$ cat src/rtl/cmos_cfg_seq.sv
// cmos_cfg_seq - power-up register-configuration sequencer for the CMOS sensor.
//
// After a power-up wait it walks an external synchronous register table
// ({reg_addr[23:8], reg_data[7:0]} per entry, valid one clock after the index),
// issues one I2C write per entry to the downstream I2C master, honours delay
// markers (reg_addr == 16'hFFFF, reg_data = milliseconds) and reports either
// completion or a write timeout.
//
// Ports
//   i_clk            system clock
//   i_rst_n          asynchronous reset, active low
//   i_cfg_start      1-cycle restart pulse, honoured only in DONE / ERROR
//   o_cfg_index      table read address
//   i_cfg_entry      table word, valid one clock after o_cfg_index
//   o_iic_slave_addr constant 7-bit sensor address
//   o_wr_address     register address of the current write
//   o_wr_data        data byte of the current write
//   o_write          write request level to the I2C master
//   i_wr_done        1-cycle pulse from the I2C master at the end of STOP
//   o_read           tied low
//   o_cfg_busy       high in every state except DONE and ERROR
//   o_cfg_done       high in DONE
//   o_cfg_err        high in ERROR
module cmos_cfg_seq #(
  parameter logic [6:0] SLAVE_ADDR  = 7'h3C,
  parameter int         REG_NUM     = 256,
  parameter int         IDX_W       = 8,
  parameter int         PWRUP_CYC   = 1_000_000,
  parameter int         MS_CYC      = 50_000,
  parameter int         GAP_CYC     = 100,
  parameter int         TIMEOUT_CYC = 2_000_000
) (
  input  logic             i_clk,
  input  logic             i_rst_n,
  input  logic             i_cfg_start,
  output logic [IDX_W-1:0] o_cfg_index,
  input  logic [23:0]      i_cfg_entry,
  output logic [6:0]       o_iic_slave_addr,
  output logic [15:0]      o_wr_address,
  output logic [7:0]       o_wr_data,
  output logic             o_write,
  input  logic             i_wr_done,
  output logic             o_read,
  output logic             o_cfg_busy,
  output logic             o_cfg_done,
  output logic             o_cfg_err
);

  // One shared counter serves the power-up wait, the write timeout, the
  // inter-transaction gap and the delay countdown; size it for the largest.
  localparam int DLY_W = 8 + $clog2(MS_CYC);
  localparam int PWR_W = $clog2(PWRUP_CYC + 1);
  localparam int TO_W  = $clog2(TIMEOUT_CYC + 1);
  localparam int GAP_W = $clog2(GAP_CYC + 1);
  localparam int W_A   = (DLY_W > PWR_W) ? DLY_W : PWR_W;
  localparam int W_B   = (TO_W > GAP_W) ? TO_W : GAP_W;
  localparam int CNT_W = (W_A > W_B) ? W_A : W_B;

  localparam logic [CNT_W-1:0] PWR_LAST = CNT_W'(PWRUP_CYC - 1);
  localparam logic [CNT_W-1:0] TO_LAST  = CNT_W'(TIMEOUT_CYC - 1);
  localparam logic [CNT_W-1:0] GAP_LAST = CNT_W'(GAP_CYC - 1);
  localparam logic [IDX_W-1:0] IDX_LAST = IDX_W'(REG_NUM - 1);

  typedef enum logic [2:0] {
    S_PWR_WAIT = 3'd0,
    S_FETCH    = 3'd1,
    S_DECODE   = 3'd2,
    S_ISSUE    = 3'd3,
    S_GAP      = 3'd4,
    S_DELAY    = 3'd5,
    S_DONE     = 3'd6,
    S_ERROR    = 3'd7
  } state_t;

  state_t           r_state;
  logic [CNT_W-1:0] r_cnt;
  logic [IDX_W-1:0] r_index;
  logic             r_write;
  logic [15:0]      r_addr;
  logic [7:0]       r_data;
  logic             r_busy;
  logic             r_done;
  logic             r_err;

  state_t           w_state_nxt;
  logic [CNT_W-1:0] w_cnt_nxt;
  logic [IDX_W-1:0] w_index_nxt;
  logic             w_write_nxt;
  logic [15:0]      w_addr_nxt;
  logic [7:0]       w_data_nxt;
  logic             w_adv;
  logic             w_marker;
  logic [CNT_W-1:0] w_dly;

  assign w_marker = (i_cfg_entry[23:8] == 16'hFFFF);
  // 8-bit millisecond count times MS_CYC always fits in DLY_W <= CNT_W bits.
  assign w_dly    = CNT_W'(i_cfg_entry[7:0]) * CNT_W'(MS_CYC);

  // Next-state, counter, index and write-request decode.
  always_comb begin
    w_state_nxt = r_state;
    w_cnt_nxt   = r_cnt;
    w_index_nxt = r_index;
    w_write_nxt = r_write;
    w_addr_nxt  = r_addr;
    w_data_nxt  = r_data;
    w_adv       = 1'b0;

    case (r_state)
      S_PWR_WAIT: begin
        if (r_cnt == PWR_LAST) begin
          w_cnt_nxt   = '0;
          w_state_nxt = S_FETCH;
        end else begin
          w_cnt_nxt = r_cnt + CNT_W'(1);
        end
      end
      S_FETCH: begin
        w_state_nxt = S_DECODE;
      end
      S_DECODE: begin
        w_addr_nxt = i_cfg_entry[23:8];
        w_data_nxt = i_cfg_entry[7:0];
        if (w_marker) begin
          if (i_cfg_entry[7:0] == 8'd0) begin
            w_adv = 1'b1;
          end else begin
            w_cnt_nxt   = w_dly;
            w_state_nxt = S_DELAY;
          end
        end else begin
          w_cnt_nxt   = '0;
          w_write_nxt = 1'b1;
          w_state_nxt = S_ISSUE;
        end
      end
      S_ISSUE: begin
        // wr_done takes priority over a timeout expiring in the same cycle.
        if (i_wr_done) begin
          w_write_nxt = 1'b0;
          w_cnt_nxt   = '0;
          w_state_nxt = S_GAP;
        end else if (r_cnt == TO_LAST) begin
          w_write_nxt = 1'b0;
          w_cnt_nxt   = '0;
          w_state_nxt = S_ERROR;
        end else begin
          w_cnt_nxt = r_cnt + CNT_W'(1);
        end
      end
      S_GAP: begin
        if (r_cnt == GAP_LAST) begin
          w_cnt_nxt = '0;
          w_adv     = 1'b1;
        end else begin
          w_cnt_nxt = r_cnt + CNT_W'(1);
        end
      end
      S_DELAY: begin
        // Loaded with N, so the state lasts exactly N clocks.
        if (r_cnt <= CNT_W'(1)) begin
          w_cnt_nxt = '0;
          w_adv     = 1'b1;
        end else begin
          w_cnt_nxt = r_cnt - CNT_W'(1);
        end
      end
      S_DONE, S_ERROR: begin
        w_write_nxt = 1'b0;
        if (i_cfg_start) begin
          w_index_nxt = '0;
          w_cnt_nxt   = '0;
          w_state_nxt = S_PWR_WAIT;
        end else begin
          w_state_nxt = r_state;
        end
      end
      default: begin
        w_write_nxt = 1'b0;
        w_cnt_nxt   = '0;
        w_state_nxt = S_ERROR;
      end
    endcase

    // Step to the next table entry, stopping on the last one (no wrap).
    if (w_adv) begin
      if (r_index == IDX_LAST) begin
        w_state_nxt = S_DONE;
      end else begin
        w_index_nxt = r_index + IDX_W'(1);
        w_state_nxt = S_FETCH;
      end
    end else begin
      w_index_nxt = w_index_nxt;
    end
  end

  // State, datapath and status registers.
  always_ff @(posedge i_clk or negedge i_rst_n) begin
    if (!i_rst_n) begin
      r_state <= S_PWR_WAIT;
      r_cnt   <= '0;
      r_index <= '0;
      r_write <= 1'b0;
      r_addr  <= 16'd0;
      r_data  <= 8'd0;
      r_busy  <= 1'b1;
      r_done  <= 1'b0;
      r_err   <= 1'b0;
    end else begin
      r_state <= w_state_nxt;
      r_cnt   <= w_cnt_nxt;
      r_index <= w_index_nxt;
      r_write <= w_write_nxt;
      r_addr  <= w_addr_nxt;
      r_data  <= w_data_nxt;
      r_busy  <= (w_state_nxt != S_DONE) && (w_state_nxt != S_ERROR);
      r_done  <= (w_state_nxt == S_DONE);
      r_err   <= (w_state_nxt == S_ERROR);
    end
  end

  assign o_cfg_index      = r_index;
  assign o_iic_slave_addr = SLAVE_ADDR;
  assign o_wr_address     = r_addr;
  assign o_wr_data        = r_data;
  assign o_write          = r_write;
  assign o_read           = 1'b0;
  assign o_cfg_busy       = r_busy;
  assign o_cfg_done       = r_done;
  assign o_cfg_err        = r_err;

endmodule

$ cat config.mk
export PLATFORM = sky130hd
export DESIGN_NAME = cmos_cfg_seq
export DESIGN_NICKNAME = d
export VERILOG_FILES = /design/src/rtl/cmos_cfg_seq.sv
export SDC_FILE = /design/constraint.sdc
export NUM_CORES = 1
export LEC_CHECK = 0
export BUFFER_PORTS_ARGS = -buffer_cell sky130_fd_sc_hd__clkbuf_2
export CAP_MARGIN = 20
export CORE_AREA = 2 2 140 142
export CTS_CLUSTER_SIZE = 24
export DETAILED_ROUTE_END_ITERATION = 10
export DIE_AREA = 0 0 142 144
export PLACE_DENSITY = 0.46
export SLEW_MARGIN = 20
export SYNTH_ARGS = -nofsm -noshare
export SYNTH_HDL_FRONTEND = slang
export SYNTH_SLANG_ARGS = --single-unit
$ cat constraint.sdc
create_clock -name i_clk -period 2.7 [get_ports i_clk]
set_clock_uncertainty 0.1 [all_clocks]
set_input_delay 0.81 -clock i_clk [delete_from_list [all_inputs] [get_ports i_clk]]
set_output_delay 0.81 -clock i_clk [all_outputs]
set_load 0.03 [all_outputs]
# Yosys cells after proc, flatten, opt, wreduce, memory -nomap -nowiden

Cells that the tools add are included.

Add/subtract/negate cells: 3
Multipliers: 1
Divide/modulo/power cells: 0
$lt $le $gt $ge: 1
Equality and inequality tests: 20
Shift-type cells: 0
Mux-type cells: 31
Bitwise logic cells: 0
Reductions and logical operators: 8

Operators with widths:

| kind                                                  | count |
|---|---|
| 2-to-1 mux 24 bit                                     | 8 |
| one-hot mux 24 bit (6 select lines)                   | 1 |
| 2-to-1 mux 8 bit                                      | 4 |
| adder 24 x 1 -> 24 bit, second input constant         | 1 |
| equality test 24 x 20 -> 1 bit, second input constant | 1 |
| equality test 24 x 21 -> 1 bit, second input constant | 1 |
| equality test 24 x 7 -> 1 bit, second input constant  | 1 |
| <= comparator 24 x 1 -> 1 bit, second input constant  | 1 |
| 2-to-1 mux 3 bit                                      | 8 |
| subtractor 24 x 1 -> 24 bit, second input constant    | 1 |
| multiplier 8 x 12 -> 20 bit, second input constant    | 1 |
| equality test 3 bit, second input constant            | 6 |
| equality test 16 bit, second input constant           | 1 |
| one-hot mux 3 bit (5 select lines)                    | 1 |
| inequality test 3 bit, second input constant          | 4 |
| adder 8 x 1 -> 8 bit, second input constant           | 1 |
| equality test 8 bit, second input constant            | 1 |
| zero test 8 bit                                       | 1 |
| 2-to-1 mux 1 bit                                      | 7 |
| equality test 3 x 2 -> 1 bit, second input constant   | 2 |
| one-hot mux 1 bit (3 select lines)                    | 2 |
| AND reduction 3 bit                                   | 2 |
| nonzero test 6 bit                                    | 1 |
| inequality test 2 bit, second input constant          | 2 |
| 5 further kinds                                       | 5 |

Flip-flop bits (word level): 63
Latch bits: 0
Memory bits (writable): 0
Bits in read-only memories: 0
Input bits: 28
Output and inout bits: 44
Word-level logic and storage cells: 73
Memories: 0

# Logic depth before layout (Yosys ltp)

Gate-level depths: netlist of the first run.

Depth in word-level cells: 7
Mapped depth: 14

# Worst setup path after synthesis of the first run

Ideal clock, no wire load.

Path kind: input -> register
Start: input port i_cfg_entry[2]
End: register r_cnt[18]
Setup time: 0.126 ns
Arrival: 4.118 ns
Data required time: 2.474 ns
Slack: -1.644 ns
Cell stages on the path: 14
Path buffers: 0
Cells stage by stage: ha_1 -> ha_1 -> inv_1 -> fa_1 -> inv_1 -> fa_1 -> ha_1 -> a211oi_1 -> o21ai_0 -> a211oi_1 -> o21ai_0 -> nand2_1 -> xnor2_1 -> a221o_1

Word-level cells in the longest chain between the ends: 4
Elaborated cells on any way between the ends: 7
Classes of those cells: mul (1); eq/ne (1); mux (3); reduce/logical (2)

Ends and longest elaborated chain:

| item                                | line | source |
|---|---|---|
| start: declaration                  | 37   | `input logic [23:0] i_cfg_entry,` |
| multiplier 8 x 12 -> 20 bit         | 97   | `assign w_dly = CNT_W'(i_cfg_entry[7:0]) * CNT_W'(MS_CYC);` |
| 2-to-1 mux 24 bit                   | 125  | `if (i_cfg_entry[7:0] == 8'd0) begin` |
| 2-to-1 mux 24 bit                   | 124  | `if (w_marker) begin` |
| one-hot mux 24 bit (6 select lines) | 109  | `case (r_state)` |
| end signal: assignment              | 212  | `r_cnt <= w_cnt_nxt;` |
| end: declaration                    | 76   | `logic [CNT_W-1:0] r_cnt;` |

Parallel ways exist; a longest one is shown, timed or not. The select of a mux whose other input is x is not followed.
A chain may end at the register's enable or synchronous reset.

# Worst setup path after layout of the first run

Start: input port i_cfg_entry[4]
End: register r_cnt[18]

Same word-level chain as after synthesis.

==> reports/results.ini, run 1 <==
[logic_synthesis]
synth_edf_count=0
synth_top_family_by_area=compound AO/OA/AOI/OAI gates
syn_area_mm2=0.00559
synth_xor_area_frac=0.0455
synth_fa_ha_area_frac=0.180
async_flop_share=1.00
synthFlopType=dfrtp_1
synth_cell_types=71
avgSynthCellArea_um2=9.04
synth_cells=618
synth-seq-area-share=0.282
muxShareOfSynthArea=0.0502
synth_compound_area_frac=0.195
synth_simple_gate_area_frac=0.187
ys_seq_elements=63
ys_warn_count=0

[drt]
drc=0
wirelength_um=18000
viasPerCell=5.34
wl_per_cell_um=17.6
vias=5458
dr.pass1.iters=5
initialDrtViolationCount=340
ant_nets=0

[clock_network]
cts_buffer_depth=2
clk_pin_slew_ns=0.06
cts_tree=done
clock_tree.htree_level_count=3
numCtsBuffers=9
root_buffer=clkbuf_16
ctsHoldBuffers=0
clock_latency_ns=0.34
clock-sinks=63

[timing]
setup_tns_ns=-13.51
slew_viol_final=0
setup_viol=15
min_period_ns=3.73
timing.fmax_mhz=268
worstMarginPinSlew_ns=0.607
layout_worst_path_cycle_share=1.38
hold_viol_final=0
timing.final.ws_setup_ns=-1.03
timing.slew.headroom=0.595
rsz0062_at_grt=yes

[cells_and_area]
drive_above_1_share=0.367
post-route-cell-area_mm2=0.00770
fillerInstances=1900
fin_cells=1022
fin_nets=880
diodes=0
syn2layout_area_growth_pct=37.9
final_common_cell=buf_4
mostFrequentLayoutCells=114 x buf_4, 62 x dfrtp_1, 59 x clkbuf_2, 55 x nor2_1, 46 x ha_1

[worst_setup_path]
worstPathCellList=clkbuf_16, ha_4, ha_4, inv_2, fa_1, inv_1, fa_1, ha_4, a211oi_4, o21ai_2, a211oi_2, o21ai_2, nand2_1, xnor2_1, a221o_1
cpPeakStageDelay_ns=0.51
critPathCaptureType=flop
cpMaxStageDelayCell=fa_1
path_class=in -> reg
crit_top_cell=ha_4
crit_required_ns=2.83
cp.arrival_ns=3.86
startpoint_type=input port
reg2reg_slack_ns=0
worstPathMaxFanout=3

[placement]
dp_cells=999
gp_congestion=0.928
pre_cts_slack_ns=-1.54
placed_cell_area_mm2=0.00715
hpwl_um=13900
numPortBuffers=63

[floorplanning]
start_util=0.293
coreArea_mm2=0.0191
dieArea_mm2=0.0204
die_w_um=142
num_rows=51
dieHeight_um=144
ioPinCount=72

[power_and_ir_drop]
leakage_nw=3.49
peakVddDrop_mv=0.558
power_mw=7.67
p_per_area_mw_per_mm2=996

[global_route]
grt_pass1_vias=5486
grt_usage=0.181
grt_max_degree=25
antenna_found_initial=0
gr-total-overflow=0
grt_first_pass_wirelength_um=29300

[flow_run]
drv_cap=0

[outcome]
violations=setup timing
status=complete, but fails checks

[worst_hold_path]
hp-class=in -> async

==> power by group <==
part           total [mW]  internal, mW  switching, mW
clock                1.14         0.631          0.504
combinational        4.91          2.21           2.69
sequential           1.62          1.30          0.327
==> repair_timing <==
item / CTS / global route
pin swaps: 29 / 20
endpoints found under the setup margin: 16 / 19
resized for setup: 26 / 15
setup buffers: 4 / 3
==> critical path, delay by kind of cell <==
kind,cells,cell delay [ns]
AOI/OAI and AO/OA,5,0.99
xor gates and xnor gates,1,0.08
adders and majority gates,5,1.69
buffers and inverters,3,0.20
and+or+nand+nor,1,0.09
==> registers in the layout (all words and copies together) (netlist names) <==
name          count
r_state           3
o_cfg_index       8
o_write           1
o_wr_data         8
o_wr_address     16
r_cnt            24
o_cfg_err         1
o_cfg_done        1
o_cfg_busy        1
==> worst paths after layout <==
kind	cells after the start	endpoint	start
worst max-delay path	15	r_cnt[18]$_DFFE_PN0P_	i_cfg_entry[4]
worst min-delay path	1	r_cnt[8]$_DFFE_PN0P_	i_rst_n
worst max register to register	8	r_cnt[20]$_DFFE_PN0P_	r_cnt[15]$_DFFE_PN0P_
worst min register to register	1	o_wr_data[3]$_DFFE_PN0P_	o_wr_data[3]$_DFFE_PN0P_
max in group asynchronous	2	r_cnt[6]$_DFFE_PN0P_	i_rst_n
min in group i_clk	1	o_wr_data[3]$_DFFE_PN0P_	o_wr_data[3]$_DFFE_PN0P_
==> metrics by stage <==
stage               hold slack (ns)   util
finish                        0.373  0.404
global route                  0.394  0.404
CTS                           0.386  0.399
detailed placement            0.397  0.375
global placement              0.392  0.375
floorplan                     0.414      -
==> cells in the mapped netlist, drive strengths merged, types with 19 or more instances <==
cell,number,area share
dfrtp,62,0.28
o21ai,36,0.032
buf,22,0.026
clkbuf,21,0.014
inv,28,0.019
nor2,55,0.037
ha,61,0.14
nand2,36,0.024
mux2,24,0.048
a21oi,26,0.023
nor3,19,0.017
==> final cells by class <==
type,count,area (um2),share of cell area
clock inverter,7,55.1,0.00715
sequential,63,1580,0.205
multi-input combinational,490,4070,0.528
tap,238,298,0.0387
timing repair buffer,187,1370,0.178
clock buffer,9,225,0.0292
inverter,28,105,0.0136
==> kinds of logic (layout without fill, tap and decap cells) <==
family | after synthesis | in the layout
AO/OA/AOI/OAI | 161 | 161
adder cells (fa/ha/maj) | 73 | 73
multiplexers | 25 | 25
other | 2 | 8
buffers and inverters | 71 | 231
XOR/XNOR | 29 | 29
AND/OR/NAND/NOR | 194 | 194
flip-flops | 63 | 63
==> metal layers <==
layer	vias up	GRT usage	wire length [um]
li1	2608	-	-
met1	2664	0.233	8030
met2	162	0.308	8890
met3	24	0.0325	789
met4	0	0.0632	319
met5	-	0	0
No activity file was read; power rests on OpenSTA's default activity.
==> inputs of run 2 (changes only) <==
Settings changed: CTS_BUF_LIST from default to sky130_fd_sc_hd__clkbuf_8, RECOVER_POWER from default to 100.
==> reports/results.ini, run 2 (same netlist as run 1, synthesis figures left out) <==
[drt]
routedLengthMet1_um=8010
drc=0
wl_met2_um=8870
vias=5473
ant_nets=0
initialDrtViolationCount=365
highest_layer=met4
wl_per_cell_um=17.6
viasPerCell=5.35
wirelength_um=18000
route.met3.wl_um=792
dr.pass1.iters=5

[clock_network]
clk_pin_slew_ns=0.09
cts_tree=done
clock_tree.htree_level_count=3
clock-sinks=63
root_buffer=clkbuf_8
cts_buffer_depth=2
clock_latency_ns=0.37
numCtsBuffers=9

[worst_setup_path]
critPathCaptureType=flop
cp.arrival_ns=3.87
critPathBufInv=3
startpoint_type=input port
worstPathMaxFanout=3
crit_required_ns=2.86
r2r_cells=8
cpMaxStageDelayCell=fa_1
crit_top_cell=ha_4
worstPathCellList=clkbuf_16, ha_4, ha_4, inv_2, fa_1, inv_1, fa_1, ha_4, a211oi_4, o21ai_2, a211oi_2, o21ai_2, nand2_1, xnor2_1, a221o_1
path_class=in -> reg
cp_num_cells=15
cpPeakStageDelay_ns=0.51
cp_top_family=adder cells

[timing]
slew_viol_final=0
timing.final.ws_setup_ns=-1.00
layout_worst_path_cycle_share=1.37
hold_viol_final=0
rsz0062_at_grt=yes
setup_tns_ns=-13.17
timing.fmax_mhz=270
worstMarginPinSlew_ns=1.31
setup_viol=19
min_period_ns=3.70
timing.slew.headroom=0.124

[floorplanning]
num_rows=51
die_w_um=142
ioPinCount=72
start_util=0.293
dieHeight_um=144
dieArea_mm2=0.0204
coreArea_mm2=0.0191

[power_and_ir_drop]
switchingPower_mw=3.48
seqPwrFrac=0.223
sw_frac_of_total=0.482
p_comb_frac=0.664
internal_power_mw=3.75
p_per_area_mw_per_mm2=967
leakage_nw=3.29
peakVddDrop_mv=0.577
clkPwrFrac=0.113

[flow_run]
drv_cap=0

[cells_and_area]
drive_above_1_share=0.311
largest_reg_flops=24
diodes=0
final_common_cell=buf_4
fin_nets=881
post-route-cell-area_mm2=0.00748
top_register=r_cnt
syn2layout_area_growth_pct=34.0
mostFrequentLayoutCells=110 x buf_4, 62 x dfrtp_1, 55 x nor2_1, 46 x ha_1, 43 x clkbuf_1

[global_route]
grt_usage=0.181
gr-total-overflow=0
grt_pass1_vias=5491
antenna_found_initial=0
grt_first_pass_wirelength_um=29200
grt_max_degree=25

[placement]
hpwl_um=13900
gp_congestion=0.928
numPortBuffers=63
placed_cell_area_mm2=0.00715

[worst_hold_path]
hp-class=reg -> reg
hold_depth=1

[outcome]
status=complete, but fails checks
violations=setup timing

## run 2: changes by cell type in the layout (fill, tap and decap cells not counted), sizes merged
cell,change
clkbuf,+9
buf,-8
## run 2: per-stage QoR
step / instances / total power [mW] / hold WS, ns / setup WS (ns) / util
floorplan: 624 / 4.62 / 0.414 / -1.14 / -
global placement: 999 / 6.21 / 0.392 / -1.49 / 0.375
detailed placement: 999 / 6.26 / 0.397 / -1.54 / 0.375
CTS: 1019 / 7.26 / 0.342 / -1.03 / 0.393
global route: 1023 / 7.77 / 0.431 / -1.14 / 0.392
finish: 1023 / 7.23 / 0.411 / -1.00 / 0.392
## run 2: layer usage
metal | global-route usage | vias up
met4 | 0.0584 | 0
met1 | 0.234 | 2676
li1 | - | 2611
met5 | 0 | -
met3 | 0.0311 | 22
met2 | 0.307 | 164
## run 2: power by group through the flow
stage | Clock, mW | Combinational [mW] | Sequential, mW
floorplan | 0 | 2.67 | 1.95
global placement | 0 | 4.60 | 1.62
detailed placement | 0 | 4.64 | 1.63
CTS | 0.841 | 4.81 | 1.61
global route | 0.874 | 5.23 | 1.67
finish | 0.816 | 4.81 | 1.61
## run 2: cell type report
type | instances | area, um2
fillers | 1947 | 11600
multi-input cells | 490 | 4050
flip-flops and latches | 63 | 1580
repair buffers | 188 | 1270
well taps | 238 | 298
clock buffers | 9 | 124
inverters | 28 | 105
clock inverters | 7 | 55.1
## run 2: worst paths after layout
check                                               from                        to  slack, ns
min in group asynchronous                        i_rst_n     r_cnt[22]$_DFFE_PN0P_       0.61
max in group asynchronous                        i_rst_n  o_cfg_index[3]$_DFF_PN0_       0.25
worst max-delay path                      i_cfg_entry[4]     r_cnt[18]$_DFFE_PN0P_      -1.00
worst min register to register  o_wr_data[3]$_DFFE_PN0P_  o_wr_data[3]$_DFFE_PN0P_       0.41
worst max register to register     r_cnt[15]$_DFFE_PN0P_     r_cnt[20]$_DFFE_PN0P_      -0.14
worst min-delay path            o_wr_data[3]$_DFFE_PN0P_  o_wr_data[3]$_DFFE_PN0P_       0.41
## run 2: worst reg2reg max path: stages (launching register included)
cell,delay [ns]
dfrtp_1,0.41
or4_4,0.55
nor4b_2,0.27
clkbuf_1,0.27
a31o_2,0.25
buf_12,0.15
nor2_1,0.07
o311ai_0,0.46
o211ai_1,0.16
## run 2: what timing repair did
action / in CTS / in global routing
pin swaps: 29 / 15
buffers inserted: 4 / 4
hold buffers: 0 / 0
setup endpoints to repair: 16 / 18
resized for setup: 26 / 14
==> inputs of run 3 (changes only) <==
Settings changed: BUFFER_PORTS_ARGS -buffer_cell sky130_fd_sc_hd__clkbuf_2 to -buffer_cell sky130_fd_sc_hd__buf_4, PLACE_DENSITY 0.46 to 0.48.
Clock period 2.7 ns to 3.1 ns, I/O delays scaled along.
==> reports/results.ini, run 3 (same netlist as run 1, synthesis figures left out) <==
[outcome]
status=complete, but fails checks
violations=capacitance limit, slew limit, setup timing

[clock_network]
numCtsBuffers=9
cts_tree=done
clk_pin_slew_ns=0.08
clock_tree.htree_level_count=3
clock-sinks=63
cts_buffer_depth=2
ctsHoldBuffers=0
root_buffer=clkbuf_8
clock_latency_ns=0.36

[worst_setup_path]
crit_required_ns=3.25
reg2reg_slack_ns=-0.07
worstReg2RegStart=r_cnt[17]$_DFFE_PN0P_
cp.arrival_ns=3.97
crit_end=r_cnt[18]$_DFFE_PN0P_
startpoint_type=input port
r2r_cells=8
crit_start=i_cfg_entry[4]
critPathCaptureType=flop
worstPathMaxFanout=4
worstReg2RegEnd=r_cnt[23]$_DFFE_PN0P_
path_class=in -> reg

[cells_and_area]
diodes=0
top_register=r_cnt
regArea_mm2=0.00158
fin_cells=990
fin_nets=848
fillerInstances=1943
final_common_cell=buf_4
drive_above_1_share=0.281
syn2layout_area_growth_pct=29.2
largest_reg_flops=24
post-route-util=0.378
mostFrequentLayoutCells=112 x buf_4, 62 x dfrtp_1, 54 x nor2_1, 47 x ha_1, 36 x clkbuf_1
multi_input_area_mm2=0.00398
post-route-cell-area_mm2=0.00721

[floorplanning]
num_rows=51
ioPinCount=72
dieArea_mm2=0.0204
dieHeight_um=144
start_util=0.293
die_w_um=142
coreArea_mm2=0.0191

[global_route]
grt_pass1_vias=5382
grt_max_degree=64
grt_first_pass_wirelength_um=27900
grt_usage=0.171
gr-total-overflow=0
antenna_found_initial=0

[drt]
vias=5363
dr.pass1.iters=8
drc=0
wirelength_um=16800
viasPerCell=5.42
ant_nets=0
initialDrtViolationCount=439
wl_per_cell_um=17.0

[placement]
gp_congestion=0.909
placed_cell_area_mm2=0.00701
dp_cells=967
hpwl_um=13200
numPortBuffers=63

[timing]
hold_ws_ns=0.410
min_period_ns=3.82
timing.final.ws_setup_ns=-0.717
rsz0062_at_grt=yes
timing.fmax_mhz=262
slew_viol_final=64
timing.slew.headroom=-0.127
hold_viol_final=0
setup_viol=16
layout_worst_path_cycle_share=1.23
worstMarginPinSlew_ns=1.69

[power_and_ir_drop]
leakage_nw=3.14
p_per_area_mw_per_mm2=830
peakVddDrop_mv=0.497

[flow_run]
drv_cap=1

[worst_hold_path]
hp-class=reg -> reg

run 3: metal layers:
layer,vias to the layer above,global-route usage,share of wire
met5,-,0,0
met1,2612,0.221,0.45
li1,2539,-,-
met4,0,0.0621,0.022
met3,31,0.0351,0.051
met2,181,0.285,0.47
run 3: report_power, final:
part / leakage, nW / internal (mW) / switching [mW]
clock network: 0.0877 / 0.299 / 0.390
logic: 2.25 / 1.68 / 2.15
registers: 0.798 / 1.12 / 0.348
total: 3.14 / 3.10 / 2.88
run 3: through the flow:
step	setup TNS (ns)	power, mW	setup slack [ns]
5_1_grt	-12.57	6.48	-0.922
6_report	-8.81	5.98	-0.717
3_3_place_gp	-14.72	5.27	-1.17
2_1_floorplan	-9.21	4.02	-0.858
4_1_cts	-8.45	6.11	-0.746
3_5_place_dp	-14.95	5.31	-1.19
run 3: critical path, stage by stage:
cell	delay, ns
buf_12	0.11
buf_4	0.13
ha_4	0.26
fa_1	0.43
fa_1	0.56
ha_4	0.21
ha_4	0.27
o21ai_2	0.07
o21ai_2	0.18
a211oi_2	0.11
o21ai_2	0.19
nand2_2	0.09
xnor2_2	0.13
a221o_1	0.30
run 3: how the worst min path moves through the flow:
| stage | start | to | slack [ns] | cells past startpoint |
|---|---|---|---|---|
| 5_1_grt | o_wr_address[9]$_DFFE_PN0P_ | o_wr_address[9]$_DFFE_PN0P_ | 0.42 | 1 |
| 2_1_floorplan | r_cnt[18]$_DFFE_PN0P_ | r_cnt[18]$_DFFE_PN0P_ | 0.45 | 1 |
| 3_3_place_gp | o_wr_address[1]$_DFFE_PN0P_ | o_wr_address[1]$_DFFE_PN0P_ | 0.39 | 1 |
| 3_5_place_dp | o_wr_address[0]$_DFFE_PN0P_ | o_wr_address[0]$_DFFE_PN0P_ | 0.40 | 1 |
| 6_report | o_wr_data[3]$_DFFE_PN0P_ | o_wr_data[3]$_DFFE_PN0P_ | 0.41 | 1 |
| 4_1_cts | o_wr_address[0]$_DFFE_PN0P_ | o_wr_address[0]$_DFFE_PN0P_ | 0.42 | 1 |
run 3: area by class of cell:
type	instances	share of cell area
Multi-Input combinational cell	490	0.552
Sequential cell	63	0.219
Timing Repair Buffer	155	0.148
Tap cell	238	0.0413
Clock buffer	9	0.0172
Inverter	28	0.0146
Clock inverter	7	0.00798
run 3: timing repair:
action,in CTS,in global routing
cloned,0,0
buffers inserted,1,6
pin swaps,16,22
resized for setup,15,13
setup endpoints to repair,15,15
